**config.mk**
```make
export PLATFORM = sky130hd
export DESIGN_NAME = stream_out_ctrl
export DESIGN_NICKNAME = d
export VERILOG_FILES = /design/src/rtl/stream_out_ctrl.sv
export SDC_FILE = /design/constraint.sdc
export NUM_CORES = 1
export LEC_CHECK = 0
export ABC_CLOCK_PERIOD_IN_PS = 2300
export BUFFER_PORTS_ARGS = -buffer_cell sky130_fd_sc_hd__buf_2
export CORE_AREA = 5 5 42 44
export DETAILED_ROUTE_END_ITERATION = 8
export DIE_AREA = 0 0 47 49
export PLACE_DENSITY = 0.68
export SLEW_MARGIN = 20
export SYNTH_ARGS = -nofsm -noshare
export SYNTH_HDL_FRONTEND = slang
export SYNTH_SLANG_ARGS = --single-unit
```
**constraint.sdc**
```tcl
create_clock -name clk -period 2.3 [get_ports clk]
set_clock_uncertainty 0.15 [all_clocks]
set_input_delay 0.46 -clock clk [delete_from_list [all_inputs] [get_ports clk]]
set_output_delay 0.46 -clock clk [all_outputs]
set_load 0.1 [all_outputs]
```
**src/rtl/stream_out_ctrl.sv**
```systemverilog
// Readout sequencer for the sign-bit buffer: waits out the counter pipeline,
// walks the sign vector out word by word and drives the downstream valid/last handshake.
module stream_out_ctrl #(
  parameter int DIM   = 1023,
  parameter int WORDS = (DIM + 1) / 32,
  parameter int LAT   = 2
) (
  input  logic       clk,
  input  logic       rst,
  input  logic       last,
  input  logic       dst_ready,
  output logic       stream_v,
  output logic [4:0] stream_i,
  output logic       dst_valid,
  output logic       dst_last,
  output logic       busy,
  output logic       done,
  output logic       overrun
);

  localparam int         CW       = (LAT > 1) ? $clog2(LAT) : 1;
  localparam logic [4:0] LAST_IDX = 5'(WORDS - 1);

  typedef enum logic [1:0] {
    IDLE  = 2'd0,
    WAIT  = 2'd1,
    SEND  = 2'd2,
    DRAIN = 2'd3
  } state_t;

  state_t        state_r, state_nxt_s;
  logic [CW-1:0] cnt_r, cnt_nxt_s;
  logic [4:0]    idx_r, idx_nxt_s;
  logic          valid_r, valid_nxt_s;
  logic          dlast_r, dlast_nxt_s;
  logic          busy_r, busy_nxt_s;
  logic          done_r, done_nxt_s;
  logic          ovr_r, ovr_nxt_s;
  logic          issue_s;

  // Next-state, handshake and output-register logic.
  always_comb begin
    state_nxt_s = state_r;
    cnt_nxt_s   = cnt_r;
    idx_nxt_s   = idx_r;
    valid_nxt_s = valid_r;
    dlast_nxt_s = dlast_r;
    done_nxt_s  = 1'b0;
    ovr_nxt_s   = ovr_r;
    issue_s     = 1'b0;

    if (state_r == SEND) begin
      issue_s = !valid_r || dst_ready;
    end else begin
      issue_s = 1'b0;
    end

    // A held word is only replaced once accepted, so stream_d is never overwritten early.
    if (issue_s) begin
      valid_nxt_s = 1'b1;
      dlast_nxt_s = (idx_r == LAST_IDX);
    end else if (dst_ready) begin
      valid_nxt_s = 1'b0;
      dlast_nxt_s = 1'b0;
    end else begin
      valid_nxt_s = valid_r;
      dlast_nxt_s = dlast_r;
    end

    if (last && (state_r != IDLE)) begin
      ovr_nxt_s = 1'b1;
    end else begin
      ovr_nxt_s = ovr_r;
    end

    case (state_r)
      IDLE: begin
        if (last) begin
          state_nxt_s = WAIT;
          cnt_nxt_s   = CW'(LAT - 1);
        end else begin
          state_nxt_s = IDLE;
        end
      end
      WAIT: begin
        if (cnt_r == '0) begin
          state_nxt_s = SEND;
        end else begin
          cnt_nxt_s = cnt_r - 1'b1;
        end
      end
      SEND: begin
        if (issue_s) begin
          if (idx_r == LAST_IDX) begin
            idx_nxt_s   = 5'd0;
            state_nxt_s = DRAIN;
          end else begin
            idx_nxt_s = idx_r + 5'd1;
          end
        end else begin
          idx_nxt_s = idx_r;
        end
      end
      DRAIN: begin
        if (valid_r && dst_ready && dlast_r) begin
          state_nxt_s = IDLE;
          done_nxt_s  = 1'b1;
        end else begin
          state_nxt_s = DRAIN;
        end
      end
      default: begin
        state_nxt_s = IDLE;
      end
    endcase

    busy_nxt_s = (state_nxt_s != IDLE);
  end

  // State and output registers with synchronous active-low reset.
  always_ff @(posedge clk) begin
    if (!rst) begin
      state_r <= IDLE;
      cnt_r   <= '0;
      idx_r   <= 5'd0;
      valid_r <= 1'b0;
      dlast_r <= 1'b0;
      busy_r  <= 1'b0;
      done_r  <= 1'b0;
      ovr_r   <= 1'b0;
    end else begin
      state_r <= state_nxt_s;
      cnt_r   <= cnt_nxt_s;
      idx_r   <= idx_nxt_s;
      valid_r <= valid_nxt_s;
      dlast_r <= dlast_nxt_s;
      busy_r  <= busy_nxt_s;
      done_r  <= done_nxt_s;
      ovr_r   <= ovr_nxt_s;
    end
  end

  assign stream_v  = issue_s;
  assign stream_i  = idx_r;
  assign dst_valid = valid_r;
  assign dst_last  = dlast_r;
  assign busy      = busy_r;
  assign done      = done_r;
  assign overrun   = ovr_r;

endmodule

```
# Word-level counts from Yosys, hierarchy flattened
# Index checks and enable logic that the tools add are counted.
[word_totals] input_bits=4 register_bits=13 wordCells=43 out_inout_bits=11
[classes] n_reduce_logical=13 mux=15 n_addsub=2 n_eq_ne=5
[op_table] cell="$mux W1" n=8
[op_table] cell="$mux W2" n=4
[op_table] cell="$pmux W2 S4" n=1
[op_table] cell="$reduce_bool A2 Y1" n=4
[op_table] cell="$reduce_and A2 Y1" n=3
[op_table] cell="$add A5 B1 Y5 const B" n=1
[op_table] cell="$eq A5 B5 Y1 const B" n=1
[op_table] cell="$mux W5" n=1
[op_table] cell="$eq A2 B2 Y1 const B" n=2
[op_table] cell="$logic_and A1 B1 Y1" n=3
[op_table] cell="$eq A2 B1 Y1 const B" n=1
[op_table] cell="$logic_not A2 Y1" n=1
[op_table] cell="$ne A2 B2 Y1 const B" n=1
[op_table] cell="$pmux W1 S2" n=1
[op_table] cell="$logic_not A1 Y1" n=1
[op_table] cell="$logic_or A1 B1 Y1" n=1
[op_table] cell="$sub A1 B1 Y1 const B" n=1

# Logic depth before layout (Yosys ltp)
# Gate-level depths: netlist of the first run.
[logic_depth] depth_word=6 mapped_depth=6 depth_no_buf=6

# Least setup slack after synthesis of the first run
# No wires, ideal clock.
[synth_timing] kind="register -> output" start="reg valid_r, in the netlist dst_valid" end="out stream_v" path_buffers=0 path_slack_ps=-586 arrival_time_ps=2276 stages_incl_launch_ff=3 t_required_ps=1690 cell_sequence="dfxtp_1 nor2b_2 nor2_1"
[synth_between] elab_chain_len=3
[synth_lines] item="start: declaration" line_no="34" rtl="logic valid_r, valid_nxt_s;"
[synth_lines] item="start signal: assignment" line_no="135" rtl="valid_r <= valid_nxt_s;"
[synth_lines] item="$logic_not A1 Y1" line_no="53" rtl="issue_s = !valid_r || dst_ready;"
[synth_lines] item="$logic_or A1 B1 Y1" line_no="53"
[synth_lines] item="$mux W1" line_no="52" rtl="if (state_r == SEND) begin"
[synth_lines] item="end: declaration" line_no="12" rtl="output logic stream_v,"
# No other way between the ends.

# Worst setup path in the final report of the first run
[layout_timing] start="reg state_r[1]" end="out stream_v"
[layout_between] elab_chain_len=2
[layout_lines] item="start: declaration" line_no="31" rtl="state_t state_r, state_nxt_s;"
[layout_lines] item="start signal: assignment" line_no="132" rtl="state_r <= state_nxt_s;"
[layout_lines] item="$eq A2 B2 Y1" line_no="52"
[layout_lines] item="$mux W1" line_no="52"
# No other way between the ends.

==> impl_metrics.csv, run 1 <==
group,metric,value,unit
run_status,status,"completed",
critical_path,worst_path_largest_cell_delay,0.45,ns
synth,synth.area.top_cells,"dfxtp_1 45%, a21oi_1 7.7%, ha_1 4.3%",
clocking,tritoncts,"built",
job,cap_violations,0,
sta,finalSetupViolCount,0,
synth,post-synth-top-count-cell,"dfxtp_1",
critical_path,end_kind,"output pin",
layout,antenna_cells,0,
layout,nFillCells,152,
clocking,clock_latency,0.27,ns
synth,syn_inst,63,
routing,via_count,516,
synth,yosysSeqAreaShare,0.445,
layout,finish.net_count,87,
sta,setup_ws,0.219,ns
grt,grt_pass1_vias,494,
clocking,cts_resized,0,
sta,slew_violations,0,
routing,ant_nets,0,
routing,first_pass_iters,4,
routing,wl,1.21,mm
die,die_h,49,µm
synth,synth_common_cells,"13 x dfxtp_1, 9 x a21oi_1, 4 x inv_1, 4 x nor2_1",
synth,ys_async_sr_fraction,0,
sta,rsz0062_at_grt,"no",
critical_path,worst-r2r-cell-count,5,
critical_path,critical-path-slowest-cell,"dfxtp_1",
clocking,cts_buffers,3,
power_and_ir_drop,pwr_density_cell,824,nW/µm²
power_and_ir_drop,ir_drop,0.000351,V
critical_path,crit_path_max_fanout,11,
layout,area_delta_synth_final,19.5,%
grt,grt_start_max_net_pins,12,
die,num_io_pins,15,
sta,fin_setup_tns,0,ns
critical_path,path_cells,"nand2b_2 -> nor2_4 -> buf_2",
worst_hold_path,hold_depth,2,
clocking,cts-htree-levels,1,
clocking,clockBufferDepth,2,
layout,drive_gt1_frac,0.313,
sta,fin_crit,2.08,ns
critical_path,cp-start-kind,"flip-flop",
routing,drc,0,
sta,finalHoldViolations,0,
critical_path,r2r_start,"stream_i[0]",
placed_design,dp_slack,0.393,ns
synth,yosysWarnings,0,
worst_hold_path,hp-start,"overrun",
synth,synth-seq-cells,13,
synth,syn_area,584,µm²
synth,synth.avg_cell_area,9.27,µm²
critical_path,cp.arrival,1.47,ns
placed_design,place.gp.congestion,0.702,
critical_path,worstSetupStartpoint,"state_r[1]",
die,fp.dieW,47,µm
layout,multi_input_area,305,µm²
routing,wl_per_cell,12.6,µm
synth,yosys.area.top_type,"dfxtp_1",
sta,fin_crit_sh,0.905,
synth,synthesis.nets,69,
die,start_util,0.417,
grt,grt_pass1_wl,2.06,mm
clocking,root_buffer,"clkbuf_4",
die,die-area,2300,µm²
sta,max_freq,481,MHz
critical_path,crit_required,1.69,ns
clocking,ctsHoldBuffers,0,
sta,worst_slew_pin_slew,0.487,ns
clocking,cts_sinks,13,
placed_design,hpwl,905,µm
clocking,post-cts-setup-buffers,0,
synth,synth_top_area_share,0.445,
die,rows,14,
synth,yosys_most_used_dff,"dfxtp_1",
layout,fin_util,0.498,
placed_design,portBuffers,14,
worst_hold_path,hold_class,"flip-flop to flip-flop",
routing,first_iter_violations,6,
synth,ys_types,29,
die,core,1400,µm²
grt,antenna_found_initial,0,
clocking,path_clk_slew,0.08,ns
sta,max_slew_margin,0.678,
grt,grt_usage,0.119,
routing,drt-vias-per-instance,5.38,
grt,grt_overflow,0,
synth,synth_edf_count,0,
power_and_ir_drop,leakagePower,0.000308,µW
critical_path,critPathKind,"flip-flop to output pin",
layout,final-seq-area,262,µm²
-- worst max-delay path: cells and delay by family, from the launching register on --
family	cells	cell delay, ns
buffers and inverters	1	0.43
and+or+nand+nor	2	0.31
DFF	1	0.45
-- per-stage QoR --
step	cells	power, µW	instance area (µm²)	hold slack, ns
finish	96	575	698	0.308
global route	96	605	698	0.336
CTS	96	579	698	0.308
detailed placement	92	441	672	0.304
global placement	92	439	672	0.285
floorplan	63	417	593	0.310
-- registers in the layout, summed over array words and instances (netlist names) --
signal / count
busy: 1
cnt_r: 1
done: 1
dst_last: 1
dst_valid: 1
overrun: 1
state_r: 2
stream_i: 5
-- area by class of cell --
class | instances | share of cell area
multi-input combinational | 45 | 0.437
timing repair buffer | 14 | 0.100
tap | 16 | 0.0287
sequential | 13 | 0.375
clock buffer | 4 | 0.0376
inverter | 4 | 0.0215
-- placed cells by master, fill, tap and decap left out, types with 2 or more instances in the layout --
cell type  Yosys  final
buf_2          0     14
dfxtp_1       13     12
a21oi_1        9      9
inv_1          4      4
o21ai_0        3      3
nor2_1         4      3
nand3_1        3      3
clkbuf_4       0      3
nand2b_1       2      2
o211ai_1       2      2
o31ai_1        2      2
ha_1           2      2
-- layer usage --
| metal | routed length [µm] | track usage |
|---|---|---|
| met1 | 557 | 0.158 |
| met2 | 559 | 0.174 |
| met3 | 70 | 0.0221 |
| met4 | 24 | 0.0691 |
| met5 | 0 | 0 |
-- worst paths after layout --
check | end | slack [ns]
max | stream_v | 0.22
min | overrun | 0.31
max reg2reg | stream_i[3] | 0.38
min reg2reg | overrun | 0.31
-- kinds of logic after synthesis --
logic type | Yosys count | synth area share
adder cells (fa/ha/maj) | 2 | 0.0428
buffers and inverters | 5 | 0.0450
AO/OA/AOI/OAI | 21 | 0.221
flip-flops | 13 | 0.445
AND/OR/NAND/NOR | 22 | 0.246
-- where the power goes --
part           internal (µW)  switching (µW)  leakage (µW)
Clock                   67.3            72.9     0.0000150
Sequential               245            20.4      0.000107
Combinational           38.6             132      0.000186
Total                    350             225      0.000308
Power figures use the tool's default switching activity.
==> inputs of run 2 (changes only) <==
==> config.mk (replaced) <==
export PLATFORM = sky130hd
export DESIGN_NAME = stream_out_ctrl
export DESIGN_NICKNAME = d
export VERILOG_FILES = /design/src/rtl/stream_out_ctrl.sv
export SDC_FILE = /design/constraint.sdc
export NUM_CORES = 1
export LEC_CHECK = 0
export ABC_CLOCK_PERIOD_IN_PS = 2520
export BUFFER_PORTS_ARGS = -buffer_cell sky130_fd_sc_hd__buf_2
export CORE_MARGIN = 5
export CORE_UTILIZATION = 30
export CTS_BUF_LIST = sky130_fd_sc_hd__clkbuf_8
export DETAILED_ROUTE_END_ITERATION = 8
export PLACE_DENSITY = 0.5
export SLEW_MARGIN = 20
export SYNTH_ARGS = -nofsm -noshare
export SYNTH_HDL_FRONTEND = slang
export SYNTH_SLANG_ARGS = --single-unit
==> constraint.sdc (replaced) <==
create_clock -name clk -period 2.52 [get_ports clk]
set_clock_uncertainty 0.15 [all_clocks]
set_input_delay 0.504 -clock clk [delete_from_list [all_inputs] [get_ports clk]]
set_output_delay 0.504 -clock clk [all_outputs]
set_load 0.1 [all_outputs]
==> impl_metrics.csv, run 2 (synthesis gave the netlist of run 1 again) <==
group,metric,value,unit
grt,grt_start_max_net_pins,12,
routing,wl,1.28,mm
clocking,post-cts-setup-buffers,0,
sta,holdWs,0.294,ns
grt,grt_usage,0.102,
sta,max_slew_margin,0.678,
sta,fin_crit,2.09,ns
layout,largest_reg_flops,5,
power_and_ir_drop,sw_frac_of_total,0.365,
power_and_ir_drop,p_comb_frac,0.270,
layout,drive_gt1_frac,0.300,
routing,ant_nets,0,
grt,antenna_found_initial,0,
sta,finalHoldViolations,0,
clocking,root_buffer,"clkbuf_8",
routing,first_pass_iters,4,
clocking,cts_resized,0,
die,fp.dieW,54.1,µm
layout,final_common_cell,"buf_2",
routing,first_iter_violations,7,
grt,groute.layer.met2.usage,0.141,
grt,use_met3,0.0249,
routing,drt-vias-per-instance,4.88,
clocking,cts_buffers,3,
clocking,clockBufferDepth,2,
power_and_ir_drop,switching_power,210,µW
grt,grt_pass1_wl,2.11,mm
power_and_ir_drop,p_total,575,µW
routing,via_count,522,
layout,layoutNonFillerInstCount,107,
sta,slew_violations,0,
die,core,1900,µm²
placed_design,dpl-instance-area,679,µm²
critical_path,crit_path_max_fanout,11,
layout,area_delta_synth_final,24.0,%
critical_path,cp.arrival,1.43,ns
clocking,ctsHoldBuffers,0,
die,start_util,0.307,
critical_path,path_cells,"nand2b_2 -> nor2_2 -> buf_2",
critical_path,crit_required,1.87,ns
grt,met1_usage,0.144,
critical_path,critPathKind,"flip-flop to output pin",
die,rows,16,
job,cap_violations,0,
clocking,tritoncts,"built",
clocking,cts-htree-levels,1,
run_status,status,"completed",
placed_design,place.gp.congestion,0.738,
sta,max_freq,479,MHz
layout,finish.net_count,87,
routing,drc,0,
clocking,clock_latency,0.24,ns
critical_path,cp-start-kind,"flip-flop",
critical_path,worst_path_largest_cell_delay,0.45,ns
sta,fin_setup_tns,0,ns
power_and_ir_drop,pwr_density_cell,794,nW/µm²
critical_path,critPathBufInv,1,
routing,wl_per_cell,12.0,µm
sta,finalSetupViolCount,0,
die,num_io_pins,15,
placed_design,portBuffers,14,
critical_path,critical-path-slowest-cell,"dfxtp_1",
power_and_ir_drop,leakagePower,0.000319,µW
worst_hold_path,hold_class,"flip-flop to flip-flop",
clocking,cts_sinks,13,
power_and_ir_drop,ir_drop,0.000289,V
layout,nFillCells,217,
critical_path,cp_top_family,"flip-flops",
clocking,path_clk_slew,0.05,ns
die,die-area,2930,µm²
critical_path,end_kind,"output pin",
placed_design,dp_cells,103,
layout,antenna_cells,0,
power_and_ir_drop,seq_power_share,0.420,
layout,design_area,724,µm²
sta,fin_crit_sh,0.828,
grt,grt_pass1_vias,469,
die,die_h,54.1,µm
power_and_ir_drop,p_clk_frac,0.311,
grt,grt_overflow,0,
sta,worst_slew_pin_slew,0.487,ns
layout,most-common-layout-cells,"14 x buf_2, 13 x dfxtp_1, 9 x a21oi_1",
grt,gr-max-usage-layer,"met1",
placed_design,hpwl,913,µm
sta,rsz0062_at_grt,"no",
power_and_ir_drop,internal_power,365,µW
## run 2: through the flow
step	util	setup slack [ns]
2_1_floorplan	-	0.0484
3_3_place_gp	0.357	0.570
3_5_place_dp	0.357	0.577
4_1_cts	0.381	0.428
5_1_grt	0.381	0.364
6_report	0.381	0.433
## run 2: worst min-delay path, stage by stage (launching register included)
cell and delay [ns]:
dfxtp_1 0.30, inv_1 0.04, a21oi_1 0.05
## run 2: worst paths after layout
| kind | start | endpoint | slack (ns) | cells past startpoint |
|---|---|---|---|---|
| max | state_r[1] | stream_v | 0.43 | 3 |
| max reg2reg | stream_i[0] | stream_i[3] | 0.58 | 5 |
| min | overrun | overrun | 0.29 | 2 |
| min reg2reg | overrun | overrun | 0.29 | 2 |
## run 2: area by class of cell
class,count,area (µm²),share of cell area
repair buffers,14,70.1,0.0967
clock inverters,1,3.75,0.00518
multi-input cells,45,300,0.415
inverters,4,15.0,0.0207
well taps,27,33.8,0.0466
clock buffers,3,41.3,0.0570
flip-flops and latches,13,260,0.359
## run 2: power groups by stage
stage,registers [µW],clock network (µW),logic (µW)
5_1_grt,245,197,163
3_5_place_dp,245,0,156
4_1_cts,241,184,156
2_1_floorplan,307,0,71.0
3_3_place_gp,245,0,156
6_report,241,179,155
## run 2: per-layer routing
metal  up-vias  share of wire
met2        18           0.43
li1        265              -
met5         -              0
met3         2          0.058
met4         0          0.015
met1       237           0.50
